### src/rtl/vga_pkg.sv
// rtl/vga_pkg.sv - shared VGA timing, colour and logo constants
package vga_pkg;

  typedef logic [9:0] coord_t;
  typedef enum logic {DIR_POS = 1'b0, DIR_NEG = 1'b1} dir_t;

  localparam int H_ACTIVE     = 640;
  localparam int H_SYNC_START = 656;
  localparam int H_SYNC_END   = 752;
  localparam int H_TOTAL      = 800;
  localparam int V_ACTIVE     = 480;
  localparam int V_SYNC_START = 490;
  localparam int V_SYNC_END   = 492;
  localparam int V_TOTAL      = 525;
  localparam int LOGO_SIZE    = 64;
  localparam int X_MAX        = 576;
  localparam int Y_MAX        = 416;

  localparam coord_t BORDER = 10'd4;

  localparam logic [5:0] WHITE    = 6'b111111;
  localparam logic [5:0] RED      = 6'b110000;
  localparam logic [5:0] BLUE     = 6'b000011;
  localparam logic [5:0] BG_GREEN = 6'b000100;
  localparam logic [5:0] BLACK    = 6'b000000;

endpackage

### src/rtl/vga_sync.sv
// rtl/vga_sync.sv - horizontal/vertical counters with sync and active decode
module vga_sync #(
  parameter int H_ACTIVE     = vga_pkg::H_ACTIVE,
  parameter int H_SYNC_START = vga_pkg::H_SYNC_START,
  parameter int H_SYNC_END   = vga_pkg::H_SYNC_END,
  parameter int H_TOTAL      = vga_pkg::H_TOTAL,
  parameter int V_ACTIVE     = vga_pkg::V_ACTIVE,
  parameter int V_SYNC_START = vga_pkg::V_SYNC_START,
  parameter int V_SYNC_END   = vga_pkg::V_SYNC_END,
  parameter int V_TOTAL      = vga_pkg::V_TOTAL
) (
  input  logic            i_clk,
  input  logic            i_rst_n,
  output vga_pkg::coord_t o_h,
  output vga_pkg::coord_t o_v,
  output logic            o_active,
  output logic            o_hsync_raw,
  output logic            o_vsync_raw
);
  import vga_pkg::*;

  localparam coord_t H_LAST = coord_t'(H_TOTAL - 1);
  localparam coord_t V_LAST = coord_t'(V_TOTAL - 1);
  localparam coord_t H_ACT  = coord_t'(H_ACTIVE);
  localparam coord_t V_ACT  = coord_t'(V_ACTIVE);
  localparam coord_t H_SS   = coord_t'(H_SYNC_START);
  localparam coord_t H_SE   = coord_t'(H_SYNC_END);
  localparam coord_t V_SS   = coord_t'(V_SYNC_START);
  localparam coord_t V_SE   = coord_t'(V_SYNC_END);

  coord_t r_h;
  coord_t r_v;

  always_ff @(posedge i_clk or negedge i_rst_n) begin
    if (!i_rst_n) begin
      r_h <= '0;
      r_v <= '0;
    end else if (r_h == H_LAST) begin
      r_h <= '0;
      r_v <= (r_v == V_LAST) ? '0 : r_v + coord_t'(1);
    end else begin
      r_h <= r_h + coord_t'(1);
    end
  end

  assign o_h         = r_h;
  assign o_v         = r_v;
  assign o_active    = (r_h < H_ACT) && (r_v < V_ACT);
  assign o_hsync_raw = !((r_h >= H_SS) && (r_h < H_SE));
  assign o_vsync_raw = !((r_v >= V_SS) && (r_v < V_SE));

endmodule

### src/rtl/vga_top.sv
// rtl/vga_top.sv - VGA bouncing-logo demo: bounce logic, logo pixel function, output registers
module vga_top #(
  parameter int H_ACTIVE     = vga_pkg::H_ACTIVE,
  parameter int V_ACTIVE     = vga_pkg::V_ACTIVE,
  parameter int LOGO_SIZE    = vga_pkg::LOGO_SIZE,
  parameter int H_SYNC_START = vga_pkg::H_SYNC_START,
  parameter int H_SYNC_END   = vga_pkg::H_SYNC_END,
  parameter int H_TOTAL      = vga_pkg::H_TOTAL,
  parameter int V_SYNC_START = vga_pkg::V_SYNC_START,
  parameter int V_SYNC_END   = vga_pkg::V_SYNC_END,
  parameter int V_TOTAL      = vga_pkg::V_TOTAL,
  parameter int X_MAX        = vga_pkg::X_MAX,
  parameter int Y_MAX        = vga_pkg::Y_MAX
) (
  input  logic       clk_i,
  input  logic       reset_i,
  output logic       hsync,
  output logic       vsync,
  output logic [5:0] rgb
);
  import vga_pkg::*;

  localparam coord_t H_LAST  = coord_t'(H_TOTAL - 1);
  localparam coord_t V_UPD   = coord_t'(V_ACTIVE - 1);
  localparam coord_t L_SIZE  = coord_t'(LOGO_SIZE);
  localparam coord_t L_INNER = coord_t'(LOGO_SIZE - 4);
  localparam coord_t X_LIM   = coord_t'(X_MAX);
  localparam coord_t Y_LIM   = coord_t'(Y_MAX);

  coord_t w_h, w_v, w_lx, w_ly, w_nx, w_ny;
  logic   w_active, w_hsync_raw, w_vsync_raw, w_update, w_in_logo;
  logic [5:0] w_pixel;

  coord_t r_x, r_y;
  dir_t   r_dx, r_dy;

  vga_sync #(
    .H_ACTIVE(H_ACTIVE), .H_SYNC_START(H_SYNC_START), .H_SYNC_END(H_SYNC_END), .H_TOTAL(H_TOTAL),
    .V_ACTIVE(V_ACTIVE), .V_SYNC_START(V_SYNC_START), .V_SYNC_END(V_SYNC_END), .V_TOTAL(V_TOTAL)
  ) u_sync (
    .i_clk(clk_i), .i_rst_n(reset_i), .o_h(w_h), .o_v(w_v),
    .o_active(w_active), .o_hsync_raw(w_hsync_raw), .o_vsync_raw(w_vsync_raw)
  );

  // Last pixel of the last active line: the logo moves only during vertical blanking.
  assign w_update = (w_h == H_LAST) && (w_v == V_UPD);
  assign w_nx     = (r_dx == DIR_POS) ? r_x + coord_t'(1) : r_x - coord_t'(1);
  assign w_ny     = (r_dy == DIR_POS) ? r_y + coord_t'(1) : r_y - coord_t'(1);

  always_ff @(posedge clk_i or negedge reset_i) begin
    if (!reset_i) begin
      r_x  <= '0;
      r_y  <= '0;
      r_dx <= DIR_POS;
      r_dy <= DIR_POS;
    end else if (w_update) begin
      r_x <= w_nx;
      r_y <= w_ny;
      if (w_nx == X_LIM || w_nx == '0) r_dx <= (r_dx == DIR_POS) ? DIR_NEG : DIR_POS;
      if (w_ny == Y_LIM || w_ny == '0) r_dy <= (r_dy == DIR_POS) ? DIR_NEG : DIR_POS;
    end
  end

  function automatic logic [5:0] logo_pixel(input coord_t lx, input coord_t ly);
    if (lx < BORDER || lx >= L_INNER || ly < BORDER || ly >= L_INNER) return WHITE;
    return (lx[3] ^ ly[3]) ? BLUE : RED;
  endfunction

  // Pixels left of / above the logo wrap to large unsigned offsets and fall outside.
  assign w_lx      = w_h - r_x;
  assign w_ly      = w_v - r_y;
  assign w_in_logo = (w_lx < L_SIZE) && (w_ly < L_SIZE);
  assign w_pixel   = !w_active ? BLACK : (w_in_logo ? logo_pixel(w_lx, w_ly) : BG_GREEN);

  always_ff @(posedge clk_i or negedge reset_i) begin
    if (!reset_i) begin
      hsync <= 1'b1;
      vsync <= 1'b1;
      rgb   <= BLACK;
    end else begin
      hsync <= w_hsync_raw;
      vsync <= w_vsync_raw;
      rgb   <= w_pixel;
    end
  end

endmodule

### config.mk
export PLATFORM = sky130hd
export DESIGN_NAME = vga_top
export DESIGN_NICKNAME = d
export VERILOG_FILES = /design/src/rtl/vga_pkg.sv /design/src/rtl/vga_sync.sv /design/src/rtl/vga_top.sv
export SDC_FILE = /design/constraint.sdc
export NUM_CORES = 1
export LEC_CHECK = 0
export CAP_MARGIN = 20
export CORE_AREA = 5 5 114 116
export DETAILED_ROUTE_END_ITERATION = 7
export DIE_AREA = 0 0 119 121
export PLACE_DENSITY = 0.43
export SLEW_MARGIN = 10
export SYNTH_ARGS = -nofsm -noshare
export SYNTH_HDL_FRONTEND = slang
export SYNTH_SLANG_ARGS = --single-unit
### constraint.sdc
create_clock -name clk_i -period 6.73 [get_ports clk_i]
set_input_delay 1.0095 -clock clk_i [delete_from_list [all_inputs] [get_ports clk_i]]
set_output_delay 1.0095 -clock clk_i [all_outputs]
set_load 0.03 [all_outputs]
==> results of run 1 <==
layout make-up:
type                            count  area [sq um]
Clock inverter                      1          5.00
Timing Repair Buffer               11           100
Tap cell                          147           184
Clock buffer                        6           129
Inverter                           31           116
Multi-Input combinational cell    318          2320
Fill cell                        1264          7760
Sequential cell                    48          1200
Yosys cell counts (3+ instances only):
| cell | count |
|---|---|
| nor4_1 | 4 |
| dfrtp_1 | 46 |
| o21bai_1 | 3 |
| nor2b_1 | 5 |
| a211oi_1 | 3 |
| or2_2 | 3 |
| nand4_1 | 10 |
| inv_1 | 30 |
| nand2b_1 | 4 |
| nor2_1 | 28 |
| ha_1 | 38 |
| and2_1 | 3 |
| clkbuf_1 | 6 |
| mux2i_1 | 4 |
| nand3_1 | 14 |
| a31oi_1 | 4 |
| or3_1 | 3 |
| xnor2_1 | 29 |
| o21ai_0 | 26 |
| a21oi_1 | 18 |
| nor3_1 | 8 |
| mux2_2 | 7 |
| o21a_1 | 4 |
| a21o_1 | 9 |
| nand2_1 | 34 |
| o31ai_1 | 4 |
| and3_1 | 3 |
| xor2_1 | 18 |
critical path, cell delays in order, from the launching register on:
cell       delay, ns
dfrtp_1         0.51
ha_1            0.39
nor2b_1         0.16
o311ai_0        0.32
a21oi_1         0.13
xnor2_1         0.38
and3_1          0.22
o21ai_0         0.09
a2111oi_2       0.41
mux2i_1         0.21
sequential cells by signal, indices dropped and copies added, names as in the netlist:
name / flops
vsync: 1
r_y: 10
rgb: 4
u_sync.o_h: 10
r_dy: 1
u_sync.o_v: 10
r_x: 10
hsync: 1
r_dx: 1
through the flow:
step	hold slack [ns]	instance area [sq um]	utilization	setup WS (ns)	total power [mW]
3_3_place_gp	0.510	3920	0.332	3.91	0.301
6_report	0.523	4060	0.343	3.83	0.539
2_1_floorplan	0.478	3680	-	4.12	0.294
3_5_place_dp	0.510	3920	0.332	3.83	0.301
5_1_grt	0.549	4060	0.343	3.55	0.563
4_1_cts	0.525	4060	0.343	3.82	0.552
kinds of logic (layout without fill, tap and decap cells):
family                     Yosys count  in the layout
AOI/OAI and AO/OA                   87             87
xor gates and xnor gates            47             47
adders and majority gates           40             40
buffers and inverters               40             49
DFF                                 48             48
muxes                               11             11
and+or+nand+nor                    133            133
worst paths after layout:
| kind | start | endpoint | cells after the start |
|---|---|---|---|
| max | r_dy | r_dy | 9 |
| min | r_x[2] | r_x[2] | 2 |
| max reg2reg | r_dy | r_dy | 9 |
| min reg2reg | r_x[2] | r_x[2] | 2 |
| max in group asynchronous | reset_i | u_sync.o_h[9] | 2 |
| min in group asynchronous | reset_i | r_y[8] | 2 |
power by group:
group | total [mW] | internal [mW] | switching [mW]
combinational | 0.00621 | 0.000582 | 0.00562
sequential | 0.288 | 0.288 | 0
clock | 0.244 | 0.135 | 0.109
metal layers:
layer  wire length (um)  vias up
li1                   -     1463
met1               4050     1341
met2               3840       24
met3                159       11
met4                119        0
met5                  0        -
==> summary.md, run 1 <==
| Metric | Value |
|---|---|
| Final #Nets | `457` |
| DRC viols | `0` |
| Worst Hold Class | `reg -> reg` |
| Clk slew on worst S/H paths | `0.07 ns` |
| CTS tree | `yes` |
| Simple-Gate Fraction of Synth Area | `0.192` |
| Status | `finished, final reports clean` |
| Later-pin clock latency in the skew report | `0.29 ns` |
| Vias in the first global route | `2,772` |
| Main combinational cell family by area after synthesis | `simple AND/OR/NAND/NOR gates` |
| Clock buffer depth | `2` |
| CTS sink count | `48` |
| Placed instance count | `555` |
| Busiest layer in global routing | `met2` |
| Die Width | `119 um` |
| Crit share post-route | `0.430` |
| Setup violations, final | `0` |
| Vias per inst | `5.05` |
| Routed length per instance | `14.5 um` |
| # port buffers | `9` |
| Proportion of layout cells with a drive suffix above 1 | `0.0819` |
| Class of the most critical setup path | `reg -> reg` |
| Synth area leader | `dfrtp_1` |
| CTS buffer count | `5` |
| Worst rel slew slack | `0.442` |
| Initial Util | `0.312` |
| Die ar. | `0.0144 sq mm` |
| # Max-Cap Violations | `0` |
| Via count | `2,839` |
| Post-synthesis adder-cell area fraction | `0.140` |
| Ys flop type | `dfrtp_1` |
| Commonest non-fill, non-tap cell in the layout | `dfrtp_1` |
| N_diodes | `0` |
| CP Data Required Time | `6.95 ns` |
| Clock skew | `0.00492 ns` |
| Synth area leaders | `dfrtp_1, ha_1, xnor2_1, xor2_1, o21ai_0` |
| Placeable Area | `0.0118 sq mm` |
| DRT Pass-1 Iters | `4` |
| Commonest cells after routing, fill and taps aside | `dfrtp_1, ha_1, nand2_1` |
| Mux share of post-synthesis cell area | `0.0323` |
| Met3 usage | `0.0205` |
| Net Count, Synth | `448` |
| RSZ-0062 raised after global routing | `false` |
| Cts repair resizes | `0` |
| Grt met2 use | `0.196` |
| R2R Setup Slk | `3.83 ns` |
| Async SR Flop Fraction | `1.00` |
| Root Driver | `clkbuf_16` |
| Max VDD drop | `61.4 uV` |
| FF+latch count, synth | `48` |
| Die Height | `121 um` |
| Power per cell area | `133 mW/mm^2` |
| Area Overhead vs Synth | `10.2%` |
| Initial detailed-routing violation count | `179` |
| M1 GR Usage | `0.164` |
| Overall routing resource usage | `0.121` |
| Top cell type's share of synthesized area | `0.313` |
| Routed Antenna Nets | `0` |
| DP HPWL | `6300 um` |
| Ports | `10` |
| First-pass GRT wire length | `14,100 um` |
| Largest net degree at the start of global routing | `49` |
| WP data arrival | `3.12 ns` |
| GR Overflow Total | `0` |
| Final slew viol count | `0` |
| Crit path max fanout | `10` |
| H-tree depth | `2` |
| Max Fclk | `345 MHz` |
| Post-synth EDFFs | `0` |
| Compound-Gate Fraction of Synth Area | `0.154` |
| Hold_buf cts | `0` |
| Yosys warns | `0` |
| Post-Syn Area per Cell | `9.06 sq um` |
| Antenna violations before repair | `0` |
| Sequential fraction of the synthesis area | `0.327` |
| Unique masters post-synth | `57` |
| CP endpoint kind | `flop` |
| Setup TNS Final | `0 ns` |
| Finished Layout Cells | `562` |
| Syn Inst Count | `406` |
| FP Rows | `40` |
| Gpl congestion | `0.767` |
| Worst setup SP type | `flop` |
| Crit path time final | `2.90 ns` |
| Routed WL | `8160 um` |
| Syn Std Cell Area | `0.00368 sq mm` |
| Least-Margin Pin Slew | `0.834 ns` |
| Final hold viol count | `0` |
| Post-CTS Setup Repair Bufs | `0` |
| Area share of xor/xnor cells in the synthesized design | `0.112` |
| Pleak | `1.76 nW` |
No activity file was read; power rests on OpenSTA's default activity.
==> inputs of run 2 (changes only) <==
--- a/config.mk
+++ b/config.mk
@@ -9,7 +9,7 @@
 export CORE_AREA = 5 5 114 116
 export DETAILED_ROUTE_END_ITERATION = 7
 export DIE_AREA = 0 0 119 121
-export PLACE_DENSITY = 0.43
+export PLACE_DENSITY = 0.45
 export SLEW_MARGIN = 10
 export SYNTH_ARGS = -nofsm -noshare
 export SYNTH_HDL_FRONTEND = slang
==> constraint.sdc (replaced) <==
create_clock -name clk_i -period 2.5 [get_ports clk_i]
set_input_delay 0.375 -clock clk_i [delete_from_list [all_inputs] [get_ports clk_i]]
set_output_delay 0.375 -clock clk_i [all_outputs]
set_load 0.03 [all_outputs]
==> run 2 against run 1 <==
Against the previous run:
- utilization increased by 7.4 points
- the flow now finishes with violations (negative setup slack)
- global-route usage increased by 1.1 points
- power rose to 2.9 times the previous value
- sequential cell count stayed put
- fmax rose by 8.4%
- clock-buffer cell count fell by 1
- register-to-register slack lost 4.0 ns
==> summary.md, run 2 (same netlist as run 1, synthesis figures left out) <==
| Metric | Value |
|---|---|
| Worst rel slew slack | `0.552 (+0.110)` |
| Initial Util | `0.312 (unchanged)` |
| Commonest cells after routing, fill and taps aside | `buf_4, dfrtp_1, nand2_1` |
| Filler cell count | `1,202 (-4.9%)` |
| DRC viols | `0 (unchanged)` |
| Hold_buf cts | `0 (unchanged)` |
| Ports | `10 (unchanged)` |
| DP HPWL | `7020 um (+11%)` |
| Class of the most critical setup path | `reg -> reg` |
| Antenna violations before repair | `0 (unchanged)` |
| Design area | `0.00493 sq mm (+21%)` |
| Least-Margin Pin Slew | `0.672 ns (-0.162 ns)` |
| Routed Antenna Nets | `0 (unchanged)` |
| CTS sink count | `48 (unchanged)` |
| CP Data Required Time | `2.71 ns (-4.24 ns)` |
| # Max-Cap Violations | `0 (unchanged)` |
| CTS buffer count | `5 (unchanged)` |
| Vias in the first global route | `3,216 (+16%)` |
| Worst setup SP type | `flop` |
| WP data arrival | `2.88 ns (-0.24 ns)` |
| Worst Hold Class | `in -> async` |
| Internal Power | `1.25 mW (+190%)` |
| Die Width | `119 um (unchanged)` |
| Setup violations, final | `2 (+2)` |
| RSZ-0062 raised after global routing | `true` |
| Combinational group share of total power | `0.013 (about the same)` |
| Commonest non-fill, non-tap cell in the layout | `buf_4` |
| Proportion of layout cells with a drive suffix above 1 | `0.305 (+0.223)` |
| GR Overflow Total | `0 (unchanged)` |
| H-tree depth | `2 (unchanged)` |
| Final #Nets | `526 (+15%)` |
| Clock skew | `0.00691 ns (+0.00200 ns)` |
| Dpl cell area | `0.00443 sq mm (+13%)` |
| Placeable Area | `0.0118 sq mm (unchanged)` |
| Gpl congestion | `0.816 (+6.4%)` |
| Final setup margin | `-0.171 ns (-4.01 ns)` |
| Clk slew on worst S/H paths | `0.07 ns (about the same)` |
| Root Driver | `clkbuf_16` |
| Initial detailed-routing violation count | `86 (-52%)` |
| Setup TNS Final | `-0.174 ns (-0.174 ns)` |
| Via count | `3,144 (+11%)` |
| Final hold viol count | `0 (unchanged)` |
| Clock buffer depth | `2 (unchanged)` |
| Pleak | `2.18 nW (+24%)` |
| Sequential share of power | `0.490 (-0.045)` |
| Area Overhead vs Synth | `33.9%` |
| Switch Pwr | `0.334 mW (+190%)` |
| Power per cell area | `322 mW/mm^2 (+140%)` |
| Crit share post-route | `1.07 (+0.638)` |
| Clk pwr share | `0.497 (+0.044)` |
| DRT Pass-1 Iters | `4 (unchanged)` |
| Die Height | `121 um (unchanged)` |
| Footprint of the multi-input gates | `0.00261 sq mm (+13%)` |
| Failing checks | `negative setup slack` |
| FF+latch area | `0.00121 sq mm (+0.31%)` |
| Crit path time final | `2.67 ns (-0.224 ns)` |
| First-pass GRT wire length | `15,300 um (+8.6%)` |
| Routed length per instance | `14.5 um (-0.48%)` |
| CP endpoint kind | `flop` |
| Overall routing resource usage | `0.132 (+0.0110)` |
| N_diodes | `0 (unchanged)` |
| Die ar. | `0.0144 sq mm (unchanged)` |
| Slowest CP cell | `dfrtp_2` |
| Max VDD drop | `227 uV (+270%)` |
| # port buffers | `9 (unchanged)` |
| Largest net degree at the start of global routing | `31 (-37%)` |
| Sw frac | `0.211 (-0.00185)` |
| CTS tree | `yes` |
| Status | `finished, violations left` |
| FP Rows | `40 (unchanged)` |
| Max Fclk | `374 MHz (+8.4%)` |
| CP max stage delay | `0.53 ns (+0.02 ns)` |
| Vias per inst | `4.97 (-1.5%)` |
| Critical Path, Cell by Cell | `ha_4 > a21oi_2 > nor2_1 > o31a_1 > or2_4 > a211o_1 > and3_4 > a2111oi_4 > mux2i_1` |
| Routed WL | `9140 um (+12%)` |
| Crit path max fanout | `7 (-3)` |
| Final slew viol count | `0 (unchanged)` |
| Later-pin clock latency in the skew report | `0.30 ns (about the same)` |
## run 2: final cells by class
class	instances	share of cell area
Inverter	31	0.0236
Tap cell	147	0.0373
Clock buffer	5	0.0254
Clock inverter	3	0.00864
Sequential cell	48	0.245
Timing Repair Buffer	80	0.130
Multi-Input combinational cell	318	0.530
## run 2: what timing repair did
| action | 4_1_cts | 5_1_grt |
|---|---|---|
| setup buffers | 1 | 3 |
| setup endpoints to repair | 6 | 8 |
| pin swaps | 7 | 20 |
| resized for setup | 24 | 34 |
## run 2: final timing paths
path                       startpoint      to  slack, ns  depth (start not counted)
min in group clk_i             r_x[0]  r_x[0]       0.53                          1
hold / removal                reset_i  r_y[8]       0.11                          1
setup / recovery                 r_dy    r_dy      -0.17                          9
max in group asynchronous     reset_i   vsync       1.75                          2
setup reg to reg                 r_dy    r_dy      -0.17                          9
hold reg to reg                r_x[0]  r_x[0]       0.53                          1
## run 2: power by group through the flow
stage | Clock (mW) | Sequential, mW | Combinational, mW
floorplan | 0 | 0.791 | 0.00000104
CTS | 0.803 | 0.776 | 0.0222
global placement | 0 | 0.791 | 0.0220
detailed placement | 0 | 0.791 | 0.0222
global route | 0.853 | 0.776 | 0.0247
finish | 0.788 | 0.776 | 0.0206
## run 2: per-stage QoR
| step | power [mW] | util | std cells | worst slack, ns | hold slack (ns) |
|---|---|---|---|---|---|
| floorplan | 0.791 | - | 406 | -0.0593 | 0.0794 |
| global placement | 0.813 | 0.375 | 620 | -0.173 | 0.437 |
| detailed placement | 0.813 | 0.375 | 620 | -0.238 | 0.440 |
| CTS | 1.60 | 0.401 | 629 | -0.140 | 0.125 |
| global route | 1.65 | 0.417 | 632 | -0.301 | 0.146 |
| finish | 1.58 | 0.417 | 632 | -0.171 | 0.112 |
## run 2: worst max-delay path: cells and delay by family (launching register included)
| family | cells | cell delay [ns] |
|---|---|---|
| adders and majority gates | 1 | 0.25 |
| muxes | 1 | 0.22 |
| AOI/OAI and AO/OA | 4 | 1.05 |
| and+or+nand+nor | 3 | 0.53 |
| DFF | 1 | 0.53 |
## run 2: routing by layer
layer | track usage | vias to the layer above | share of wire
li1 | - | 1596 | -
met1 | 0.158 | 1515 | 0.46
met2 | 0.239 | 21 | 0.51
met3 | 0.0284 | 12 | 0.020
met4 | 0.0319 | 0 | 0.015
met5 | 0 | - | 0
